## src/rtl/ulpi_pkg.sv

```systemverilog
// Shared types and constants for the ULPI link-side controller.
// RX CMD field positions and TX CMD encoding live here so the FSM and any checkers agree.
package ulpi_pkg;

  typedef enum logic [2:0] {
    ST_IDLE    = 3'd0,
    ST_TX_CMD  = 3'd1,
    ST_TX_DATA = 3'd2,
    ST_TX_STP  = 3'd3,
    ST_RX_TURN = 3'd4,
    ST_RX      = 3'd5,
    ST_TX_TURN = 3'd6
  } ulpi_state_t;

  localparam logic [3:0] ULPI_TXCMD_PREFIX = 4'b0100;
  localparam logic [1:0] RXEVENT_ACTIVE    = 2'b01;
  localparam int         RXCMD_EVENT_LSB   = 4;
  localparam int         RXCMD_EVENT_MSB   = 5;

  function automatic logic [1:0] rxcmd_event(input logic [7:0] cmd);
    return cmd[RXCMD_EVENT_MSB:RXCMD_EVENT_LSB];
  endfunction

  function automatic logic [7:0] txcmd_byte(input logic [3:0] pid);
    return {ULPI_TXCMD_PREFIX, pid};
  endfunction

endpackage

```

## src/rtl/ulpi_byte_counter.sv

```systemverilog
// Saturating byte counter with clear, load, decrement and increment (priority in that order).
module ulpi_byte_counter #(
  parameter int CNT_W = 10
) (
  input  logic             clk,
  input  logic             n_rst,
  input  logic             clr,
  input  logic             load,
  input  logic [CNT_W-1:0] load_val,
  input  logic             dec,
  input  logic             inc,
  output logic [CNT_W-1:0] count
);

  localparam logic [CNT_W-1:0] CNT_ZERO = {CNT_W{1'b0}};
  localparam logic [CNT_W-1:0] CNT_ONE  = {{(CNT_W-1){1'b0}}, 1'b1};
  localparam logic [CNT_W-1:0] CNT_MAX  = {CNT_W{1'b1}};

  logic [CNT_W-1:0] count_r;

  // Counter register; saturates at both ends so a stray strobe never wraps.
  always_ff @(posedge clk) begin
    if (!n_rst) begin
      count_r <= CNT_ZERO;
    end else if (clr) begin
      count_r <= CNT_ZERO;
    end else if (load) begin
      count_r <= load_val;
    end else if (dec && (count_r != CNT_ZERO)) begin
      count_r <= count_r - CNT_ONE;
    end else if (inc && (count_r != CNT_MAX)) begin
      count_r <= count_r + CNT_ONE;
    end else begin
      count_r <= count_r;
    end
  end

  assign count = count_r;

endmodule

```

## src/rtl/ulpi_link_fsm.sv

```systemverilog
// ULPI link-side controller: bus turnaround, RX CMD / RX data decode and
// streaming TX of programmable-length packets.
module ulpi_link_fsm
  import ulpi_pkg::*;
#(
  parameter int MAX_PKT_BYTES = 512,
  parameter int CNT_W         = $clog2(MAX_PKT_BYTES + 1)
) (
  input  logic             clk,
  input  logic             n_rst,
  input  logic             dir,
  input  logic             nxt,
  input  logic [7:0]       data_in,
  output logic [7:0]       data_out,
  output logic             stp,
  input  logic             tx_start,
  input  logic [3:0]       tx_pid,
  input  logic [CNT_W-1:0] tx_len,
  input  logic [7:0]       tx_byte,
  output logic             tx_pop,
  output logic             tx_busy,
  output logic             tx_done,
  output logic             tx_abort,
  output logic [7:0]       rx_byte,
  output logic             new_byte,
  output logic [7:0]       rx_cmd,
  output logic             rx_active,
  output logic             rx_done,
  output logic             rx_overflow
);

  localparam logic [CNT_W-1:0] CNT_ZERO = {CNT_W{1'b0}};
  localparam logic [CNT_W-1:0] CNT_ONE  = {{(CNT_W-1){1'b0}}, 1'b1};
  localparam logic [CNT_W-1:0] MAX_LEN  = CNT_W'(MAX_PKT_BYTES);

  ulpi_state_t      state_r;
  ulpi_state_t      next_state_s;
  logic [3:0]       pid_r;
  logic             stp_r;
  logic             tx_busy_r;
  logic             tx_done_r;
  logic             tx_abort_r;
  logic [7:0]       rx_byte_r;
  logic             new_byte_r;
  logic [7:0]       rx_cmd_r;
  logic             rx_done_r;
  logic             rx_overflow_r;
  logic             rx_ended_r;

  logic             abort_s;
  logic             tx_load_s;
  logic [CNT_W-1:0] tx_len_clamped_s;
  logic             tx_pop_s;
  logic [7:0]       data_out_s;
  logic             rx_clr_s;
  logic             rx_inc_s;
  logic             rx_cmd_wr_s;
  logic             rx_active_s;
  logic             rx_done_s;
  logic [CNT_W-1:0] tx_rem_s;
  logic [CNT_W-1:0] rx_cnt_s;

  ulpi_byte_counter #(.CNT_W(CNT_W)) u_tx_rem (
    .clk      (clk),
    .n_rst    (n_rst),
    .clr      (1'b0),
    .load     (tx_load_s),
    .load_val (tx_len_clamped_s),
    .dec      (tx_pop_s),
    .inc      (1'b0),
    .count    (tx_rem_s)
  );

  ulpi_byte_counter #(.CNT_W(CNT_W)) u_rx_cnt (
    .clk      (clk),
    .n_rst    (n_rst),
    .clr      (rx_clr_s),
    .load     (1'b0),
    .load_val (CNT_ZERO),
    .dec      (1'b0),
    .inc      (rx_inc_s),
    .count    (rx_cnt_s)
  );

  // Next-state decode; dir always wins so the PHY never fights the link for the bus.
  always_comb begin
    next_state_s = state_r;
    abort_s      = 1'b0;
    case (state_r)
      ST_IDLE: begin
        if (dir) begin
          next_state_s = ST_RX_TURN;
        end else if (tx_start) begin
          next_state_s = ST_TX_CMD;
        end else begin
          next_state_s = ST_IDLE;
        end
      end
      ST_TX_CMD: begin
        if (dir) begin
          next_state_s = ST_RX_TURN;
          abort_s      = 1'b1;
        end else if (nxt) begin
          next_state_s = (tx_rem_s == CNT_ZERO) ? ST_TX_STP : ST_TX_DATA;
        end else begin
          next_state_s = ST_TX_CMD;
        end
      end
      ST_TX_DATA: begin
        if (dir) begin
          next_state_s = ST_RX_TURN;
          abort_s      = 1'b1;
        end else if (nxt && (tx_rem_s <= CNT_ONE)) begin
          next_state_s = ST_TX_STP;
        end else begin
          next_state_s = ST_TX_DATA;
        end
      end
      ST_TX_STP:  next_state_s = dir ? ST_RX_TURN : ST_IDLE;
      ST_RX_TURN: next_state_s = ST_RX;
      ST_RX:      next_state_s = dir ? ST_RX : ST_TX_TURN;
      ST_TX_TURN: next_state_s = ST_IDLE;
      default:    next_state_s = ST_IDLE;
    endcase
  end

  // Datapath strobes and the link-driven bus value.
  always_comb begin
    tx_load_s        = (state_r == ST_IDLE) && !dir && tx_start;
    tx_len_clamped_s = (tx_len > MAX_LEN) ? MAX_LEN : tx_len;
    tx_pop_s         = (state_r == ST_TX_DATA) && nxt && !dir;
    rx_clr_s         = (next_state_s == ST_RX_TURN);
    rx_inc_s         = (state_r == ST_RX) && dir && nxt;
    rx_cmd_wr_s      = (state_r == ST_RX) && dir && !nxt;
    rx_active_s      = (rxcmd_event(rx_cmd_r) == RXEVENT_ACTIVE);
    if (dir) begin
      data_out_s = 8'h00;
    end else begin
      case (state_r)
        ST_TX_CMD:  data_out_s = txcmd_byte(pid_r);
        ST_TX_DATA: data_out_s = tx_byte;
        default:    data_out_s = 8'h00;
      endcase
    end
  end

  // End of packet: RxActive drops, or the PHY releases the bus mid-packet; once per packet.
  always_comb begin
    if ((state_r == ST_RX) && !rx_ended_r) begin
      rx_done_s = (rx_cmd_wr_s && rx_active_s && (rxcmd_event(data_in) != RXEVENT_ACTIVE)) ||
                  (!dir && (rx_cnt_s != CNT_ZERO));
    end else begin
      rx_done_s = 1'b0;
    end
  end

  // State register and all registered outputs.
  always_ff @(posedge clk) begin
    if (!n_rst) begin
      state_r       <= ST_IDLE;
      pid_r         <= 4'h0;
      stp_r         <= 1'b0;
      tx_busy_r     <= 1'b0;
      tx_done_r     <= 1'b0;
      tx_abort_r    <= 1'b0;
      rx_byte_r     <= 8'h00;
      new_byte_r    <= 1'b0;
      rx_cmd_r      <= 8'h00;
      rx_done_r     <= 1'b0;
      rx_overflow_r <= 1'b0;
      rx_ended_r    <= 1'b0;
    end else begin
      state_r    <= next_state_s;
      pid_r      <= tx_load_s ? tx_pid : pid_r;
      stp_r      <= (next_state_s == ST_TX_STP);
      tx_done_r  <= (next_state_s == ST_TX_STP);
      tx_abort_r <= abort_s;
      tx_busy_r  <= (next_state_s == ST_TX_CMD) || (next_state_s == ST_TX_DATA) ||
                    (next_state_s == ST_TX_STP) || abort_s;
      new_byte_r <= rx_inc_s;
      rx_byte_r  <= rx_inc_s ? data_in : rx_byte_r;
      rx_cmd_r   <= rx_cmd_wr_s ? data_in : rx_cmd_r;
      rx_done_r  <= rx_done_s;
      if (rx_clr_s) begin
        rx_ended_r <= 1'b0;
      end else if (rx_done_s) begin
        rx_ended_r <= 1'b1;
      end else if (rx_cmd_wr_s && (rxcmd_event(data_in) == RXEVENT_ACTIVE)) begin
        rx_ended_r <= 1'b0;
      end else begin
        rx_ended_r <= rx_ended_r;
      end
      // Count at MAX_LEN before this byte means this byte is one too many.
      if (rx_clr_s) begin
        rx_overflow_r <= 1'b0;
      end else if (rx_inc_s && (rx_cnt_s >= MAX_LEN)) begin
        rx_overflow_r <= 1'b1;
      end else begin
        rx_overflow_r <= rx_overflow_r;
      end
    end
  end

  assign data_out    = data_out_s;
  assign stp         = stp_r;
  assign tx_pop      = tx_pop_s;
  assign tx_busy     = tx_busy_r;
  assign tx_done     = tx_done_r;
  assign tx_abort    = tx_abort_r;
  assign rx_byte     = rx_byte_r;
  assign new_byte    = new_byte_r;
  assign rx_cmd      = rx_cmd_r;
  assign rx_active   = rx_active_s;
  assign rx_done     = rx_done_r;
  assign rx_overflow = rx_overflow_r;

endmodule

```

## config.mk

```make
export PLATFORM = sky130hd
export DESIGN_NAME = ulpi_link_fsm
export DESIGN_NICKNAME = d
export VERILOG_FILES = /design/src/rtl/ulpi_pkg.sv /design/src/rtl/ulpi_byte_counter.sv /design/src/rtl/ulpi_link_fsm.sv
export SDC_FILE = /design/constraint.sdc
export NUM_CORES = 1
export LEC_CHECK = 0
export CELL_PAD_IN_SITES_DETAIL_PLACEMENT = 0
export CELL_PAD_IN_SITES_GLOBAL_PLACEMENT = 1
export CORE_MARGIN = 3
export CORE_UTILIZATION = 39
export CTS_BUF_LIST = sky130_fd_sc_hd__clkbuf_8
export DETAILED_ROUTE_END_ITERATION = 16
export GPL_ROUTABILITY_DRIVEN = 0
export HOLD_SLACK_MARGIN = 0.15
export PLACE_DENSITY = 0.85
export SETUP_SLACK_MARGIN = 0.3
export SLEW_MARGIN = 20
export SYNTH_ARGS = -nofsm -noshare
export SYNTH_HDL_FRONTEND = slang
export SYNTH_SLANG_ARGS = --single-unit
export TNS_END_PERCENT = 20
```

## constraint.sdc

```tcl
create_clock -name clk -period 5.4 [get_ports clk]
set_clock_uncertainty 0.1 [all_clocks]
set_input_delay 1.08 -clock clk [delete_from_list [all_inputs] [get_ports clk]]
set_output_delay 1.08 -clock clk [all_outputs]
set_load 0.1 [all_outputs]
```

==> impl_metrics.toml <==
[synthesis]
synth_top_cell_by_area = "dfxtp_1"
synth_area_leaders = "dfxtp_1, nor2_1, nand2_1, mux2i_1, a21oi_1"
synth_cell_types = 45
synth_top_flop_cell = "dfxtp_1"
synthArstFlopShare_pct = 0
synth_common_cells = "dfxtp_1, nor2_1, nand2_1"
yosysTopAreaCellShare_pct = 41.2
synth_edf_count = 0
ys_warn_count = 0
synthCells = 294
synth_fp_nets = 334
yosysSeqAreaShare_pct = 41.2
syn_avg_cell_area_um2 = 8.26
yosys_register_bits = 50
synth.most_common_cell = "dfxtp_1"
synth_area_um2 = 2430

[clock_tree]
clock_sinks = 50
cts_resized = 0
clk_latency_ns = 0.30
cts_buffers = 5
path_clk_slew_ns = 0.10
cts_max_level = 2
clock_path_buffers = 2
cts_setup_buffers = 0
cts_tree = "built"
hold_buffers = 0
clockRootBuffer = "clkbuf_8"

[flow_run]
maxCapViolations = 0

[route]
wl_per_cell_um = 14.6
postRouteAntennaNets = 0
viasPerCell = 5.36
routed_wl_um = 6330
via_count = 2315
drt_iter0_markers = 132
firstDrtPassIters = 4
drc = 0

[worst_setup_path]
reg2reg_slack_ns = 2.55
worstPathRequired_ns = 4.22
crit_path_max_incr_delay_ns = 0.55
r2r_start = "state_r[0]"
criticalPathCategory = "input pin to output pin"
path_cells = "clkdlybuf4s50_1, nor2_1, nand3_1, inv_1, buf_4"
endpoint_kind = "output pin"
cp.arrival_ns = 2.66
cp_max_fo = 9
critPathLaunchType = "input pin"
ff2ff_path_depth = 5
reg2reg_to = "u_rx_cnt.count[5]"
cp_slowest_cell = "clkdlybuf4s50_1"

[sta]
period_share_pct = 71.0
relSlewSlack_pct = 32.8
worst_slew_pin_slew_ns = 1.01
whs_ns = 0.358
period_needed_ns = 3.84
rsz0062_at_grt = "false"
drv_slew = 0
setup_viol = 0
setup-tns-final_ns = 0
timing.fmax_ghz = 0.261
finalHoldViolCount = 0

[finish]
multi_input_area_um2 = 1320
fillCellCount = 562
fin_area_um2 = 3220
final_nets = 396
drive_gt1_share_pct = 8.12
regArea_um2 = 1000
syn_to_final_growth_pct = 32.5
diodes = 0

[pwr]
p_total_w = 0.000750
p_leak_nw = 1.16
p_per_area_nw_per_um2 = 233
peakVddDrop_v = 0.000128

[global_routing]
use_met2_pct = 28.9
busiest_layer = "met2"
grt_usage_pct = 18.3
grt_max_degree = 30
overflow = 0
gr-usage-met1_pct = 24.2
antenna_found_initial = 0
grt_pass1_vias = 2244
grt_pass1_wl_um = 10700
met3_usage_pct = 5.34

[status]
status = "complete, no violations"

[hold_path]
holdPathEnd = "rx_byte[2]"
worst_hold_path_type = "flip-flop to flip-flop"
hold_depth = 2
min_from = "rx_byte[2]"

[placed_design]
port_buffers = 67
dp_hpwl_um = 4780
place_area_um2 = 3120

[floorplan]
initial_core_util_pct = 40.6
core_area_um2 = 5990
die_x_um = 84.9
die-height_um = 84.9
die-area_um2 = 7210
ioPinCount = 68
rows = 28
## cell usage in the layout (no fill, tap or decap), types with 2 or more instances in the layout
cell             count
nand3_1             12
nor4_1              10
and3_1               6
nor2_1              40
clkdlybuf4s50_1     58
nand2_1             38
xnor2_1              6
dfxtp_1             50
o2bb2ai_1            3
inv_1               11
ha_1                 5
a211oi_1             4
nor3_1               9
clkbuf_8             6
mux2i_1             13
nand4b_1             2
o21ai_0              4
a22o_1               2
and4_1               2
or4_1                2
nor2b_1              5
a31o_2               2
a22oi_1              4
or2_2                3
a21oi_1             24
a2111oi_1            2
xor2_1               3
a2111oi_0            3
buf_4               11
## cell families after synthesis
| logic type | Yosys count | share of synthesized area, % |
|---|---|---|
| flip-flops | 50 | 41.2 |
| AO/OA/AOI/OAI | 52 | 14.8 |
| XOR/XNOR | 9 | 3.24 |
| multiplexers | 13 | 5.36 |
| AND/OR/NAND/NOR | 140 | 28.5 |
| adder cells (fa/ha/maj) | 5 | 2.57 |
| buffers and inverters | 25 | 4.38 |
## state kept, by name, indices dropped and copies added (netlist names)
register	flops
pid_r	4
u_rx_cnt.count	10
u_tx_rem.count	10
tx_busy	1
new_byte	1
tx_done	1
rx_cmd	8
tx_abort	1
state_r	3
rx_overflow	1
rx_byte	8
rx_done	1
rx_ended_r	1
## critical path: cells and delay by family
family,cells,cell delay (ns)
simple gates,2,0.66
buf+inv,3,0.92
## metrics by stage
step / worst slack (ns) / utilization, % / std cells
after floorplan: 1.54 / - / 294
after global placement: 1.58 / 52.1 / 424
after detailed placement: 1.55 / 52.1 / 424
after CTS: 1.56 / 53.8 / 432
after global routing: 1.40 / 53.8 / 432
final: 1.56 / 53.8 / 432
## worst max-delay path by stage
stage | from | end | slack (ns) | cells after the start
2_1_floorplan | dir | data_out[0] | 1.54 | 4
3_3_place_gp | dir | tx_pop | 1.58 | 5
3_5_place_dp | dir | tx_pop | 1.55 | 5
4_1_cts | dir | tx_pop | 1.56 | 5
5_1_grt | dir | tx_pop | 1.40 | 5
6_report | dir | tx_pop | 1.56 | 5
## report_power, final
group / total [W] / internal, W / switching (W)
combinational: 0.000130 / 0.0000512 / 0.0000785
clock: 0.000233 / 0.000106 / 0.000128
sequential: 0.000387 / 0.000378 / 0.00000967
total: 0.000750 / 0.000535 / 0.000216
## layer usage
layer / routed length (um) / part of all wire, % / vias up
met4: 87 / 1.4 / 0
met5: 0 / 0 / -
li1: - / - / 1167
met2: 2860 / 45 / 71
met1: 2970 / 47 / 1067
met3: 410 / 6.5 / 10
## area by class of cell
cell class	count	area share [%]
multi-input combinational	219	41.1
sequential	50	31.1
timing repair buffer	69	20.6
tap	75	2.91
clock buffer	6	2.56
inverter	11	1.28
clock inverter	2	0.505
Note: power is estimated with default switching activity, not from simulation.
